**config.mk**
```make
export PLATFORM = sky130hd
export DESIGN_NAME = present_encrypt_core
export DESIGN_NICKNAME = d
export VERILOG_FILES = /design/src/rtl/present_pkg.sv /design/src/rtl/present_sbox.sv /design/src/rtl/present_encrypt_core.sv
export SDC_FILE = /design/constraint.sdc
export NUM_CORES = 1
export LEC_CHECK = 0
export CORE_ASPECT_RATIO = 1.25
export CORE_UTILIZATION = 58
export DETAILED_ROUTE_END_ITERATION = 16
export GPL_TIMING_DRIVEN = 1
export HOLD_SLACK_MARGIN = 0.05
export PLACE_DENSITY = 0.82
export SETUP_SLACK_MARGIN = 0.15
export SYNTH_ARGS = -nofsm -noshare
export SYNTH_HDL_FRONTEND = slang
export SYNTH_SLANG_ARGS = --single-unit
```
**constraint.sdc**
```tcl
create_clock -name clk -period 4.04 [get_ports clk]
set_clock_uncertainty 0.2 [all_clocks]
set_input_delay 0.808 -clock clk [delete_from_list [all_inputs] [get_ports clk]]
set_output_delay 0.808 -clock clk [all_outputs]
set_load 0.05 [all_outputs]
```
**src/rtl/present_pkg.sv**
```systemverilog
// Shared PRESENT-80 definitions: widths, round count, S-box, bit permutation
// and the encryption phase encoding used by the core's control FSM.
package present_pkg;

   localparam int BLOCK_W = 64;
   localparam int KEY_W   = 80;
   localparam int ROUNDS  = 31;

   localparam logic [4:0] LAST_ROUND = 5'(ROUNDS);

   typedef enum logic [1:0] {
      PH_IDLE,
      PH_ROUND,
      PH_FINAL
   } phase_t;

   function automatic logic [3:0] sbox(input logic [3:0] x);
      logic [3:0] y;
      case (x)
         4'h0: y = 4'hC;
         4'h1: y = 4'h5;
         4'h2: y = 4'h6;
         4'h3: y = 4'hB;
         4'h4: y = 4'h9;
         4'h5: y = 4'h0;
         4'h6: y = 4'hA;
         4'h7: y = 4'hD;
         4'h8: y = 4'h3;
         4'h9: y = 4'hE;
         4'hA: y = 4'hF;
         4'hB: y = 4'h8;
         4'hC: y = 4'h4;
         4'hD: y = 4'h7;
         4'hE: y = 4'h1;
         default: y = 4'h2;
      endcase
      return y;
   endfunction

   // Bit j moves to (16*j) mod 63; bit 63 is a fixed point of the permutation.
   function automatic logic [BLOCK_W-1:0] p_layer(input logic [BLOCK_W-1:0] s);
      logic [BLOCK_W-1:0] r;
      r = '0;
      for (int j = 0; j < BLOCK_W - 1; j++) begin
         r[(16 * j) % 63] = s[j];
      end
      r[BLOCK_W-1] = s[BLOCK_W-1];
      return r;
   endfunction

endpackage

```
**src/rtl/present_sbox.sv**
```systemverilog
// Single 4-bit PRESENT S-box, purely combinational.
module present_sbox
   import present_pkg::*;
(
   input  logic [3:0] din,
   output logic [3:0] dout
);

   assign dout = sbox(din);

endmodule

```
**src/rtl/present_encrypt_core.sv**
```systemverilog
// Iterative PRESENT-80 encryption core: one round per clock, 32 cycles from
// load to done, with the final key whitening applied on the last edge.
module present_encrypt_core
   import present_pkg::*;
(
   input  logic               clk,
   input  logic               reset,
   input  logic               load,
   input  logic [BLOCK_W-1:0] idat,
   input  logic [KEY_W-1:0]   key,
   output logic [BLOCK_W-1:0] odat,
   output logic               done
);

   phase_t             phase_reg, phase_next;
   logic [BLOCK_W-1:0] state_reg, state_next;
   logic [KEY_W-1:0]   key_reg, key_next;
   logic [4:0]         round_reg, round_next;
   logic [BLOCK_W-1:0] odat_reg, odat_next;
   logic               done_reg, done_next;

   logic [BLOCK_W-1:0] round_in;
   logic [BLOCK_W-1:0] sbox_out;
   logic [KEY_W-1:0]   key_rot;
   logic [3:0]         key_sbox_out;
   logic [KEY_W-1:0]   key_upd;

   assign round_in = state_reg ^ key_reg[KEY_W-1:16];

   generate
      for (genvar gi = 0; gi < 16; gi++) begin : g_state_sbox
         present_sbox u_sbox (
            .din  (round_in[4*gi +: 4]),
            .dout (sbox_out[4*gi +: 4])
         );
      end
   endgenerate

   // Rotate left by 61 is the same as rotate right by 19.
   assign key_rot = {key_reg[18:0], key_reg[KEY_W-1:19]};

   present_sbox u_key_sbox (
      .din  (key_rot[79:76]),
      .dout (key_sbox_out)
   );

   assign key_upd = {key_sbox_out, key_rot[75:20], key_rot[19:15] ^ round_reg, key_rot[14:0]};

   always_comb begin
      phase_next = phase_reg;
      state_next = state_reg;
      key_next   = key_reg;
      round_next = round_reg;
      odat_next  = odat_reg;
      done_next  = done_reg;
      if (load) begin
         // A new load wins over any in-flight work, including the final edge.
         phase_next = PH_ROUND;
         state_next = idat;
         key_next   = key;
         round_next = 5'd1;
         done_next  = 1'b0;
      end else begin
         case (phase_reg)
            PH_ROUND: begin
               state_next = p_layer(sbox_out);
               key_next   = key_upd;
               if (round_reg == LAST_ROUND) begin
                  phase_next = PH_FINAL;
               end else begin
                  round_next = round_reg + 5'd1;
               end
            end
            PH_FINAL: begin
               odat_next  = round_in;
               done_next  = 1'b1;
               phase_next = PH_IDLE;
            end
            default: ;
         endcase
      end
   end

   always_ff @(posedge clk) begin
      if (reset) begin
         phase_reg <= PH_IDLE;
         state_reg <= '0;
         key_reg   <= '0;
         round_reg <= '0;
         odat_reg  <= '0;
         done_reg  <= 1'b0;
      end else begin
         phase_reg <= phase_next;
         state_reg <= state_next;
         key_reg   <= key_next;
         round_reg <= round_next;
         odat_reg  <= odat_next;
         done_reg  <= done_next;
      end
   end

   assign odat = odat_reg;
   assign done = done_reg;

endmodule

```
==> metrics.cfg <==
[timing]
finalHoldViolations=0
rsz0062_at_grt=false
fmax_mhz=353
tns_ns=0
slew_violations=0
layout_min_cycle_time_ns=2.83
worst_hold_slack_ns=0.296
fin_crit_sh_pct=70.1
relSlewSlack_pct=35.8
setup_viol_count_final=0
worst_pin_slew_ns=0.957

[setup_path]
rrSetupSlack_ns=1.23
timing.rr.end=u_key_sbox.dout[0]
path_class=input port to flop
critical_path.endpoint_type=flop
required_ns=4.23
cp.arrival_ns=3.03
ff2ff_path_depth=9
crit_fanout=52
cp-start-kind=input port
r2r_start=phase_reg[1]

[die]
dieArea_sq_um=21700
ioPinCount=212
die_h_um=164
die_width_um=132
core-area_sq_um=20700
rows=59
initial_core_util_pct=58.9

[cts]
clkSlewWorstSetupHoldPaths_ns=0.06
clockBufferDepth=3
cts-root-buf=clkbuf_16
htree_levels=1
postCtsSetupBuffers=0
clock_sinks=220
numCtsBuffers=22
cts_hold_buf=0
cts_tree=done
cts_resized=0
clock_latency_ns=0.52

[global_routing]
grt_start_max_net_pins=175
grt.total_usage_pct=34.5
grt_pass1_vias=10600
antenna_found_initial=0
grt_pass1_wl_um=57600
grt-ovfl-total=0

[drt]
top_layer_used=met4
post-route-drc-count=0
dr_wl_met2_um=18100
drt_iter0_markers=1166
routed_wl_um=38300
route.vias.total=11600
antenna_left=0
vias_per_cell=6.01
first_pass_iters=6
wl_met3_um=3370
wl_per_cell_um=19.8
drt-met1-wl_um=14900

[synthesis]
yosysMostFrequentCell=nand2_1
ys_ff_latch=220
ys_top_cells_by_count=nand2_1, dfxtp_1, nor2_1
synth_fp_nets=1734
syn_area_per_cell_sq_um=8.15
async_reset_ff_share_pct=0
synthFlopType=dfxtp_1
synth_cells=1500
yosysSeqAreaShare_pct=36.0
synth_edf_count=0
synthesis.area_sq_um=12200
yosysTopAreaCell=dfxtp_1
yosys.area.top_type_share_pct=36.0
netlist_top_cells_area=dfxtp_1, ha_1, a21oi_1
ys_types=50
ys_warn_count=0

[place]
place_hpwl_um=27500
gp_congestion=0.913
placed_area_sq_um=14500
dp_cells=1899
io_buffers=211

[hold_path]
hold_depth=2
whs_endpoint=odat[19]
hp-class=flop to flop
hp-start=odat[19]

[cells_and_area]
largest_reg_flops=80
fin_util_pct=73.1
drive_gt1_share_pct=4.93
layout.nets=1883
area_delta_synth_final_pct=24.1
fin_area_sq_um=15200
final_cells=1937
diodes=0

[run_status]
status=finished, final reports clean

[job]
cap_violations=0

[power_and_ir_drop]
p_per_area_nw_per_um2=388
total_leakage_power_nw=5.98
ir_drop_uv=280

==> critical path, stage by stage <==
cell	delay (ns)
buf_6	0.20
or3b_1	0.42
o221ai_1	0.35
and2_1	0.22
inv_1	0.08
ha_1	0.21
nor2_1	0.12
a2111oi_0	0.08
o311ai_0	0.41
nand3_1	0.12
==> how the worst max path moves through the flow <==
stage / cells past startpoint / startpoint / end
final: 10 / load / u_key_sbox.dout[0]
after global routing: 10 / load / u_key_sbox.dout[0]
after CTS: 10 / load / u_key_sbox.dout[0]
after detailed placement: 10 / load / u_key_sbox.dout[0]
after global placement: 10 / load / u_key_sbox.dout[0]
after floorplan: 10 / load / u_key_sbox.dout[0]
==> final cells by class <==
type                            instances  area [sq um]
Multi-Input combinational cell       1108          7180
Fill cell                            1593          5570
Sequential cell                       220          4400
Inverter                               71           267
Clock buffer                           32           658
Tap cell                              274           343
Clock inverter                          6          45.0
Timing Repair Buffer                  226          2280
==> placed cells by master (no fill, tap or decap), types with 2 or more instances in the layout <==
cell type	n
dfxtp_1	220
nor3_1	22
nand3_1	4
a21oi_1	197
o211ai_1	13
a221oi_1	10
mux2i_1	39
clkinv_2	4
o211a_1	2
a211o_1	10
buf_6	2
xnor2_1	64
nand2_1	232
mux4_2	14
a221o_1	4
xor2_1	27
a31o_2	7
clkdlybuf4s50_1	209
mux4_1	9
a2111oi_0	3
and3_1	2
nand2b_1	2
o22ai_1	16
and2_1	5
clkbuf_1	3
a211oi_1	71
nor2_1	199
a311oi_1	13
ha_1	87
clkbuf_16	22
buf_12	4
clkbuf_8	7
mux2_2	2
o21ai_0	33
inv_1	71
buf_4	11
a31oi_1	2
==> cells by family after synthesis <==
| family | synth area share [%] |
|---|---|
| xor+xnor | 6.52 |
| flops | 36.0 |
| mux | 8.01 |
| buf+inv | 5.44 |
| compound gates | 19.9 |
| simple gates | 15.2 |
| fa+ha+maj | 8.90 |
==> report_power, final <==
group          switching [W]  internal [W]  leakage, nW  total (W)
Sequential          0.000123       0.00228         1.81    0.00241
Clock               0.000886       0.00113        0.352    0.00202
Combinational       0.000824      0.000633         3.82    0.00146
==> per-layer routing <==
metal / global-route usage (%) / vias up
met2: 57.6 / 634
met4: 17.8 / 0
li1: - / 5438
met3: 2.93 / 98
met5: 0 / -
met1: 44.7 / 5463
==> through the flow <==
step | setup slack [ns] | total power, W
CTS | 1.26 | 0.00584
floorplan | 1.20 | 0.00337
global route | 1.07 | 0.00609
detailed placement | 0.757 | 0.00387
global placement | 0.870 | 0.00382
finish | 1.21 | 0.00588
(Power assumes the default switching activity.)
